$ cat src/rtl/fetch_pkg.sv
// fetch_pkg: opcode, field-position and fetch-state definitions shared by fetch and control.
package fetch_pkg;

    typedef enum logic [4:0] {
        OP_RTYPE = 5'd0,
        OP_LDR   = 5'd1,
        OP_STR   = 5'd2,
        OP_BEQ   = 5'd3,
        OP_ADDI  = 5'd4
    } opcode_e;

    typedef enum logic [1:0] {
        S_REQ,
        S_WAIT,
        S_HOLD,
        S_HALT
    } fetch_state_e;

    localparam int OPCODE_LSB = 27;
    localparam int ALUOP_LSB  = 24;
    localparam int RD_LSB     = 20;
    localparam int RN_LSB     = 16;
    localparam int RM_LSB     = 12;
    localparam int IMM_LSB    = 0;

    typedef struct packed {
        logic [4:0]  opcode;
        logic [2:0]  aluop;
        logic [3:0]  rd;
        logic [3:0]  rn;
        logic [3:0]  rm;
        logic [15:0] imm;
    } instr_fields_t;

    function automatic logic opcode_legal(input logic [4:0] op);
        return op inside {OP_RTYPE, OP_LDR, OP_STR, OP_BEQ, OP_ADDI};
    endfunction

endpackage

$ cat src/rtl/instr_field_split.sv
// instr_field_split: splits a 32-bit instruction word into decode fields and flags known opcodes.
module instr_field_split
    import fetch_pkg::*;
(
    input  logic [31:0]   word,
    output instr_fields_t fields,
    output logic          legal
);

    always_comb begin
        fields.opcode = word[OPCODE_LSB +: 5];
        fields.aluop  = word[ALUOP_LSB +: 3];
        fields.rd     = word[RD_LSB +: 4];
        fields.rn     = word[RN_LSB +: 4];
        fields.rm     = word[RM_LSB +: 4];
        fields.imm    = word[IMM_LSB +: 16];
        legal         = opcode_legal(fields.opcode);
    end

endmodule

$ cat src/rtl/instr_fetch_unit.sv
// instr_fetch_unit: PC, single-outstanding imem fetch FSM, branch redirect and decode handshake.
module instr_fetch_unit
    import fetch_pkg::*;
#(
    parameter int                ADDR_W   = 32,
    parameter logic [ADDR_W-1:0] RESET_PC = '0
) (
    input  logic              clk,
    input  logic              rst,
    output logic              imem_req,
    output logic [ADDR_W-1:0] imem_addr,
    input  logic              imem_gnt,
    input  logic              imem_rvalid,
    input  logic [31:0]       imem_rdata,
    output logic              out_valid,
    input  logic              out_ready,
    output logic [4:0]        out_opcode,
    output logic [2:0]        out_aluop,
    output logic [3:0]        out_rd,
    output logic [3:0]        out_rn,
    output logic [3:0]        out_rm,
    output logic [15:0]       out_imm,
    output logic [ADDR_W-1:0] out_pc,
    input  logic              br_taken,
    input  logic [ADDR_W-1:0] br_target,
    output logic              illegal
);

    fetch_state_e      state_q, state_d;
    logic [ADDR_W-1:0] pc_q, pc_d, addr_q, addr_d, out_pc_q, out_pc_d, br_pc;
    instr_fields_t     fields_q, fields_d, rdata_fields;
    logic              drop_q, drop_d, illegal_q, illegal_d, rdata_legal;
    logic              unused_br_lsbs;

    instr_field_split u_split (
        .word   (imem_rdata),
        .fields (rdata_fields),
        .legal  (rdata_legal)
    );

    assign br_pc          = {br_target[ADDR_W-1:2], 2'b00};
    assign unused_br_lsbs = ^br_target[1:0];

    // addr_q is the address on the bus; pc_q may run ahead of it after a redirect
    always_comb begin
        state_d   = state_q;
        pc_d      = pc_q;
        addr_d    = addr_q;
        out_pc_d  = out_pc_q;
        fields_d  = fields_q;
        drop_d    = drop_q;
        illegal_d = illegal_q;
        case (state_q)
            S_REQ: begin
                if (br_taken) begin
                    pc_d   = br_pc;
                    drop_d = 1'b1;
                end
                if (imem_gnt) state_d = S_WAIT;
            end
            S_WAIT: begin
                if (br_taken) begin
                    pc_d   = br_pc;
                    drop_d = 1'b1;
                end
                if (imem_rvalid) begin
                    if (drop_q || br_taken) begin
                        state_d = S_REQ;
                        drop_d  = 1'b0;
                        addr_d  = pc_d;
                    end else if (rdata_legal) begin
                        state_d  = S_HOLD;
                        fields_d = rdata_fields;
                        out_pc_d = addr_q;
                    end else begin
                        state_d   = S_HALT;
                        illegal_d = 1'b1;
                        fields_d  = '0;
                    end
                end
            end
            S_HOLD: begin
                if (br_taken || out_ready) begin
                    pc_d    = br_taken ? br_pc : pc_q + ADDR_W'(4);
                    addr_d  = pc_d;
                    state_d = S_REQ;
                end
            end
            default: ;
        endcase
    end

    always_ff @(posedge clk) begin
        if (rst) begin
            state_q   <= S_REQ;
            pc_q      <= RESET_PC;
            addr_q    <= RESET_PC;
            out_pc_q  <= RESET_PC;
            fields_q  <= '0;
            drop_q    <= 1'b0;
            illegal_q <= 1'b0;
        end else begin
            state_q   <= state_d;
            pc_q      <= pc_d;
            addr_q    <= addr_d;
            out_pc_q  <= out_pc_d;
            fields_q  <= fields_d;
            drop_q    <= drop_d;
            illegal_q <= illegal_d;
        end
    end

    always_comb begin
        imem_req   = (state_q == S_REQ) && !rst;
        imem_addr  = addr_q;
        out_valid  = state_q == S_HOLD;
        out_opcode = fields_q.opcode;
        out_aluop  = fields_q.aluop;
        out_rd     = fields_q.rd;
        out_rn     = fields_q.rn;
        out_rm     = fields_q.rm;
        out_imm    = fields_q.imm;
        out_pc     = out_pc_q;
        illegal    = illegal_q;
    end

endmodule

$ cat config.mk
export PLATFORM = sky130hd
export DESIGN_NAME = instr_fetch_unit
export DESIGN_NICKNAME = d
export VERILOG_FILES = /design/src/rtl/fetch_pkg.sv /design/src/rtl/instr_field_split.sv /design/src/rtl/instr_fetch_unit.sv
export SDC_FILE = /design/constraint.sdc
export NUM_CORES = 1
export LEC_CHECK = 0
export ABC_AREA = 1
export BUFFER_PORTS_ARGS = -buffer_cell sky130_fd_sc_hd__clkbuf_2
export CORE_MARGIN = 4
export CORE_UTILIZATION = 31
export CTS_CLUSTER_DIAMETER = 60
export DETAILED_ROUTE_END_ITERATION = 10
export GPL_TIMING_DRIVEN = 0
export PLACE_DENSITY_LB_ADDON = 0.1
export SLEW_MARGIN = 20
export SYNTH_ARGS = -nofsm -noshare
export SYNTH_HDL_FRONTEND = slang
export SYNTH_SLANG_ARGS = --single-unit
$ cat constraint.sdc
create_clock -name clk -period 3.1 [get_ports clk]
set_clock_uncertainty 0.2 [all_clocks]
set_input_delay 0.465 -clock clk [delete_from_list [all_inputs] [get_ports clk]]
set_output_delay 0.465 -clock clk [all_outputs]
set_load 0.03 [all_outputs]
Word level (Yosys, flattened, before mapping)
Index checks and enable logic that the tools add are counted.
{"block": "classes", "n_eq_ne": 10, "bitwise_logic": 2, "n_mux": 18, "add_sub_neg": 1, "reduce_logical": 18}
{"operator": "$mux W32", "count": 5}
{"operator": "$pmux W32 S2", "count": 2}
{"operator": "$mux W36", "count": 1}
{"operator": "$add A32 B3 Y32 const B", "count": 1}
{"operator": "$reduce_and A4 Y1", "count": 4}
{"operator": "$eq A5 B2 Y1 const B", "count": 2}
{"operator": "$mux W2", "count": 4}
{"operator": "$ne A2 B2 Y1 const B", "count": 3}
{"operator": "$pmux W2 S3", "count": 1}
{"operator": "$reduce_bool A2 Y1", "count": 3}
{"operator": "$eq A5 B1 Y1 const B", "count": 1}
{"operator": "$eq A5 B3 Y1 const B", "count": 1}
{"operator": "$logic_not A5 Y1", "count": 1}
{"operator": "$reduce_bool A5 Y1", "count": 1}
{"operator": "$mux W1", "count": 4}
{"operator": "$reduce_and A3 Y1", "count": 1}
{"operator": "$reduce_bool A3 Y1", "count": 1}
{"operator": "$eq A2 B1 Y1 const B", "count": 1}
{"operator": "$eq A2 B2 Y1 const B", "count": 1}
{"operator": "$logic_not A2 Y1", "count": 1}
{"operator": "$logic_or A1 B1 Y1", "count": 2}
{"operator": "$ne A2 B1 Y1 const B", "count": 1}
{"operator": "$not A1 Y1", "count": 2}
{"operator": "$pmux W1 S2", "count": 1}
{"operator": "4 further kinds", "count": 4}
{"block": "word_totals", "input_bits": 70, "word_cells": 61, "out_inout_bits": 103, "reg_bits": 136}

Longest topological paths before layout
Gate-level depths: netlist (run 1).
{"block": "depth", "ltp_word": 6, "depth_mapped": 14, "ltp_nobuf": 13}

By module
A second synthesis (run 1) with hierarchy kept.
{"block": "hier_totals", "cells_unflattened": 938, "area_unflattened_um2": 6453.7}
{"module": "instr_fetch_unit", "cells_per_inst": 897, "seq_area_each_um2": 2722.6, "n_inst": 1, "area_each_um2": 6162.2}
{"module": "instr_field_split", "cells_per_inst": 41, "seq_area_each_um2": 0.0, "n_inst": 1, "area_each_um2": 291.5}

Least setup slack after synthesis (run 1)
Ideal clock, no wire load.
{"block": "synth_path", "path_type": "register to register", "start": "register state_q[0]", "end": "register pc_q[16]", "path_buffers": 1, "setup_slack_ps": 1077, "t_arrival_ps": 1695, "setup_time_ps": 128, "synth_period_minus_slack_ps": 2023, "stages_incl_launch_ff": 10, "required_time_ps": 2772, "cell_sequence": "dfxtp_1 > inv_1 > ha_1 > nor2_1 > inv_1 > o21ai_2 > inv_2 > clkbuf_1 > o21ai_0 > a21oi_1"}
{"block": "synth_between", "word_cells_on_any_way": 8, "cone_classes": "3 x eq/ne; 1 x mux; 4 x reduce/logical"}
{"element": "from (decl)", "line": "instr_fetch_unit.sv:29", "rtl": "fetch_state_e state_q, state_d;"}
{"element": "from (signal assigned)", "line": "instr_fetch_unit.sv:103", "rtl": "state_q <= state_d;"}
{"element": "$eq A2 B2 Y1 *"}
{"element": "named net out_valid", "line": "instr_fetch_unit.sv:15", "rtl": "output logic out_valid,"}
{"element": "$ne A2 B1 Y1 (no source line) / $reduce_bool A2 Y1 (equally long branches)"}
{"element": "$reduce_and A2 Y1 (no source line)"}
{"element": "to (signal assigned)", "line": "instr_fetch_unit.sv:104", "rtl": "pc_q <= pc_d;"}
{"element": "to (decl)", "line": "instr_fetch_unit.sv:30", "rtl": "logic [ADDR_W-1:0] pc_q, pc_d, addr_q, addr_d, out_pc_q, out_pc_d, br_pc;"}
The timed path passes the listed nets; every way through them passes the cells marked *.
A chain may end at the register's enable or synchronous reset.

Worst setup path in the final report (run 1)
{"block": "layout_path", "start": "input port rst", "end": "output port imem_req"}
{"block": "layout_between", "elab_chain_len": 2}
{"element": "from (decl)", "line": "instr_fetch_unit.sv:9", "rtl": "input logic rst,"}
{"element": "$logic_not A1 Y1", "line": "instr_fetch_unit.sv:114", "rtl": "imem_req = (state_q == S_REQ) && !rst;"}
{"element": "$logic_and A1 B1 Y1", "line": "instr_fetch_unit.sv:114"}
{"element": "to (decl)", "line": "instr_fetch_unit.sv:10", "rtl": "output logic imem_req,"}
No other way between the ends.

==> impl_metrics.csv, run 1 <==
group,metric,value,unit
outcome,status,"finished, final reports clean",
cells_and_area,diodes,0,
yosys,yosysTopAreaCell,"dfxtp_1",
clocking,worst_skew_pair.late_latency,0.42,ns
place,placed_cells,1312,
sta,tns,0,ns
cells_and_area,fin_cells,1344,
hold_path,worstHoldPathType,"input port to flop",
clocking,cts_buffer_depth,2,
clocking,cts_setup_buffers,0,
grt,grt_usage,18.3,%
power_and_ir_drop,power_density,877,nW/µm²
yosys,async_reset_ff_share,0,%
sta,min_period_over_period,79.3,%
route,drtAntennaViolNets,0,
clocking,root_buffer,"clkbuf_16",
place,place_congestion,0.829,
cells_and_area,nNetsFinal,1146,
sta,slew_viol_final,0,
yosys,yosys-top-cells-area,"dfxtp_1 (44%), nand2_1 (12%), o21ai_0 (8.8%)",
sta,fmax,407,MHz
yosys,yosysMostFrequentCell,"nand2_1",
place,io_buffer_count,170,
sta,maxSlewHeadroom,56.8,%
power_and_ir_drop,switchingPower,2720,µW
cells_and_area,syn_to_final_growth,30.2,%
power_and_ir_drop,pwr-share-seq,35.4,%
critical_path,rr_worst_depth,9,
route,routed_wirelength,20.1,mm
floorplanning,rows,50,
critical_path,critPathLaunchType,"input port",
critical_path,crit_cells,5,
grt,gr-total-overflow,0,
critical_path,crit_chain,"clkbuf_2 > clkbuf_1 > buf_1 > nor2_1 > clkbuf_2",
cells_and_area,drive_gt1_share,22.7,%
yosys,yosysSeqAreaShare,43.7,%
power_and_ir_drop,peakVddDrop,0.427,mV
critical_path,slowest_stage,"clkbuf_1",
critical_path,critical_path_buf_inv_count,4,
critical_path,cp_top_family,"buffers and inverters",
yosys,synth.ff_latch_count,132,
sta,rsz0062_at_grt,"false",
clocking,cts.sinks,132,
flow_run,maxCapViolations,0,
power_and_ir_drop,p_sw_share,39.5,%
power_and_ir_drop,p_leak,0.00360,µW
grt,antenna_found_initial,0,
route,drtPass1Iterations,5,
sta,finalHoldViolations,0,
route,wl_per_cell,15.0,µm
yosys,yosysWarningCount,0,
clocking,cts-buffers-inserted,17,
power_and_ir_drop,combPwrFrac,32.3,%
yosys,syn_inst,882,
route,via_per_inst,4.59,
grt,grt_max_degree,17,
critical_path,critical_path_arrival,1.79,ns
yosys,yosysUniqueCellTypes,32,
floorplanning,fp.coreArea,19000,µm²
critical_path,criticalPathCategory,"input port to output port",
critical_path,cp-end-kind,"output port",
clocking,clk_pin_slew_worst_paths,0.06,ns
yosys,synth_edf_count,0,
clocking,htreeDepth,4,
grt,grt_pass1_wl,31.7,mm
floorplanning,die_area,21800,µm²
sta,fin_crit,2.46,ns
grt,grt_pass1_vias,5850,
place,hpwl,15.6,mm
floorplanning,die_y,148,µm
critical_path,cpMostUsedCell,"clkbuf_2",
floorplanning,dieWidth,148,µm
yosys,synth_nets,957,
route,drt_iter0_markers,357,
yosys,synthesis.area,6040,µm²
power_and_ir_drop,p_int,4170,µW
yosys,synth-main-ff-cell,"dfxtp_1",
clocking,ctsHoldBuffers,0,
sta,final-setup-viol-count,0,
power_and_ir_drop,p_clk_share,32.3,%
route,vias,6173,
hold_path,holdPathStages,3,
clocking,postCtsResizedCells,0,
floorplanning,initial_core_util,31.9,%
critical_path,crit_path_max_incr_delay,0.45,ns
critical_path,critPathMaxFanout,10,
yosys,yosys-top-cells-count,"nand2_1 (200), dfxtp_1 (132), o21ai_0 (106)",
route,drc,0,
sta,tightest_slew,0.646,ns
critical_path,crit_required,2.43,ns
floorplanning,ios,173,
yosys,synth_top_area_share,43.7,%
clocking,cts_tree,"done",
yosys,synth.avg_cell_area,6.85,µm²
## layer usage
layer,global-route usage (%),up-vias,routed length (µm)
li1,-,3251,-
met4,4.52,0,197
met5,0,-,0
met2,28.9,148,8980
met3,4.60,16,1050
met1,25.2,2758,9880
## sequential cells by signal (all words and copies together), names as in the netlist
signal / count
out_aluop: 3
pc_q: 32
out_opcode: 5
out_rn: 4
out_rd: 4
out_imm: 12
drop_q: 1
out_rm: 4
state_q: 2
out_pc: 32
illegal: 1
imem_addr: 32
## per-stage QoR
stage	total power [µW]	area (µm²)	hold WS, ns	util [%]	worst slack [ns]
5_1_grt	7370	7870	0.0540	41.5	0.416
3_5_place_dp	4690	7220	0.245	38.1	0.583
3_3_place_gp	4690	7220	0.243	38.1	0.607
6_report	6900	7870	0.0716	41.5	0.641
4_1_cts	6950	7870	0.0487	41.5	0.578
2_1_floorplan	3930	6040	0.225	-	1.08
## cells in the final DEF (no fill, tap or decap), drive strengths merged
cell type	Yosys	routed
clkbuf	28	218
nand2	203	203
bufinv	0	5
o21bai	2	2
a21oi	104	104
buf	21	21
inv	79	80
a31oi	4	4
clkinv	0	4
clkinvlp	0	2
nor3	5	5
ha	5	5
or2	9	9
nand4	5	5
xnor2	2	2
dfxtp	132	132
xor2	1	1
nor2	112	112
nand3	52	52
nand3b	2	2
a22oi	1	1
a211oi	3	3
o21ai	112	112
## area by class of cell
type	count	area (µm²)
clock inverters	12	201
clock buffers	20	447
multi-input cells	622	2880
repair buffers	170	851
well taps	260	325
plain buffers	49	223
flip-flops and latches	132	2640
fillers	2079	11100
inverters	79	297
## power groups by stage
stage	clock network (µW)	registers [µW]	logic, µW
after floorplan	0	2610	1320
after CTS	2280	2430	2240
final	2230	2440	2230
after global placement	0	2470	2220
after detailed placement	0	2460	2230
after global routing	2360	2490	2510
## logic make-up (layout without fill, tap and decap cells)
logic type / after synthesis / count (layout) / synth area share [%]
buffers and inverters: 128 / 330 / 8.59
adders and majority gates: 5 / 5 / 1.04
DFF: 132 / 132 / 43.7
xor gates and xnor gates: 3 / 3 / 0.435
AOI/OAI and AO/OA: 226 / 226 / 19.1
and+or+nand+nor: 388 / 388 / 27.1
## path summary, 6_finish.rpt
path / from / endpoint / slack [ns]
worst max-delay path: rst / imem_req / 0.64
worst min-delay path: imem_rdata[10] / out_imm[10] / 0.07
worst max register to register: state_q[0] / pc_q[18] / 0.73
worst min register to register: pc_q[1] / pc_q[1] / 0.25
## worst register-to-register path: cells and delay by family, from the launching register on
family	cells	cell delay [ns]
buf+inv	4	0.58
flops	1	0.37
compound gates	3	0.57
fa+ha+maj	1	0.25
simple gates	1	0.24
Power figures use the tool's default switching activity.
==> inputs of run 2 (changes only) <==
Clock period 3.1 ns to 2.4 ns, I/O delays scaled along.
==> run 2 against run 1 <==
Highest routed layer unchanged. Combinational power grew 32%. Critical path type is now flop to flop. Routed wire length grew 1.5%. Critical endpoint is now imem_addr[25]. Die area is the same. Sequential share of layout area shrank 1.3 points. Sequential power grew 29%. Flip-flop and latch count is the same. Worst setup slack lost 0.46 ns. First-iteration DRC count shrank 4.5%.
==> impl_metrics.csv, run 2 (same netlist as run 1, synthesis figures left out) <==
group,metric,value,unit
outcome,status,"finished, final reports clean",
sta,final-setup-viol-count,0,
grt,grt_max_degree,17,
critical_path,critPathMaxFanout,10,
critical_path,crit_required,2.52,ns
critical_path,critPathLaunchType,"flop",
floorplanning,dieWidth,148,µm
place,placed_cells,1312,
sta,min_period_over_period,92.4,%
sta,fin_crit,2.22,ns
sta,rsz0062_at_grt,"false",
sta,slew_viol_final,0,
critical_path,cp-end-kind,"flop",
grt,antenna_found_initial,0,
power_and_ir_drop,peakVddDrop,0.551,mV
route,drt_iter0_markers,341,
place,io_buffer_count,170,
clocking,cts-buffers-inserted,17,
sta,tightest_slew,0.658,ns
power_and_ir_drop,power,8970,µW
place,hpwl,15.6,mm
floorplanning,die_area,21800,µm²
route,drtPass1Iterations,5,
power_and_ir_drop,p_leak,0.00373,µW
place,place_congestion,0.829,
route,vias,6353,
cells_and_area,fill_cells,2059,
critical_path,critical_path_arrival,2.34,ns
cells_and_area,syn_to_final_growth,35.4,%
clocking,cts_buffer_depth,2,
cells_and_area,multiInputGateArea,2890,µm²
sta,finalHoldViolations,0,
cells_and_area,fin_cells,1373,
clocking,cts_tree,"done",
hold_path,holdPathStages,3,
critical_path,criticalPathCategory,"flop to flop",
route,drtAntennaViolNets,0,
floorplanning,initial_core_util,31.9,%
cells_and_area,layout_common_cells,"nand2_1 (200), clkbuf_2 (172), dfxtp_1 (132)",
route,wl_per_cell,14.9,µm
cells_and_area,regArea,2640,µm²
critical_path,reg2reg_from,"state_q[0]",
flow_run,maxCapViolations,0,
critical_path,ff2ff_setup_slack,0.18,ns
cells_and_area,nNetsFinal,1175,
grt,grt_usage,18.6,%
floorplanning,fp.coreArea,19000,µm²
route,routed_wirelength,20.4,mm
clocking,root_buffer,"clkbuf_16",
grt,grt_pass1_wl,32.3,mm
critical_path,reg2reg_to,"imem_addr[25]",
clocking,clk_pin_slew_worst_paths,0.06,ns
route,via_per_inst,4.63,
sta,fmax,451,MHz
critical_path,rr_worst_depth,9,
floorplanning,ios,173,
floorplanning,die_y,148,µm
grt,gr-total-overflow,0,
sta,tns,0,ns
clocking,worst_skew_pair.late_latency,0.42,ns
sta,timing.hold.ws,0.0252,ns
hold_path,hp-start,"br_target[3]",
power_and_ir_drop,power_density,1100,nW/µm²
hold_path,worstHoldPathType,"input port to flop",
cells_and_area,layout_commonest_cell,"nand2_1",
floorplanning,rows,50,
grt,grt_pass1_vias,6007,
hold_path,hold_end,"imem_addr[3]",
cells_and_area,diodes,0,
cells_and_area,drive_gt1_share,22.4,%
clocking,htreeDepth,4,
sta,maxSlewHeadroom,56.1,%
route,drc,0,
clocking,cts.sinks,132,
run 2: what timing repair did:
item | in CTS | in global routing
hold endpoints to repair | 30 | 0
endpoints found under the setup margin | 0 | 27
hold buffers | 30 | 0
buffers inserted | 0 | 0
gates resized for setup | 0 | 6
run 2: final cells by class:
| type | instances | area share, % |
|---|---|---|
| well taps | 260 | 3.98 |
| plain buffers | 48 | 2.74 |
| multi-input cells | 622 | 35.4 |
| inverters | 79 | 3.62 |
| flip-flops and latches | 132 | 32.3 |
| repair buffers | 200 | 14.1 |
| clock inverters | 12 | 2.46 |
| clock buffers | 20 | 5.46 |
run 2: critical path: stages (launching register included):
cell and delay, ns:
dfxtp_1 0.34, inv_1 0.09, ha_2 0.23, buf_6 0.17, clkbuf_1 0.46, o21ai_0 0.17, o21ai_0 0.14, nand3_1 0.19
nand2_1 0.09, inv_1 0.03
run 2: worst max path at each step:
| stage | start | to | slack, ns | depth (start not counted) |
|---|---|---|---|---|
| after global placement | state_q[0] | pc_q[18] | 0.05 | 9 |
| after detailed placement | rst | imem_req | 0.09 | 5 |
| after CTS | state_q[0] | pc_q[18] | 0.08 | 9 |
| final | state_q[0] | imem_addr[25] | 0.18 | 9 |
| after global routing | state_q[0] | pc_q[12] | 0.04 | 9 |
| after floorplan | state_q[0] | pc_q[16] | 0.38 | 9 |
run 2: through the flow:
step	cell area, µm²	setup slack (ns)	utilization [%]
after global routing	8180	0.0390	43.2
final	8180	0.183	43.2
after detailed placement	7220	0.0931	38.1
after floorplan	6040	0.377	-
after global placement	7220	0.0462	38.1
after CTS	8170	0.0798	43.1
run 2: metal layers:
layer	global-route usage (%)	vias to the layer above	routed length, µm
met5	0	-	0
met4	5.03	0	273
li1	-	3314	-
met1	25.5	2870	9940
met3	4.51	20	986
met2	29.3	149	9200
run 2: power by group:
part | switching [µW] | internal (µW)
clock | 1000 | 1870
combinational | 2040 | 910
sequential | 491 | 2660
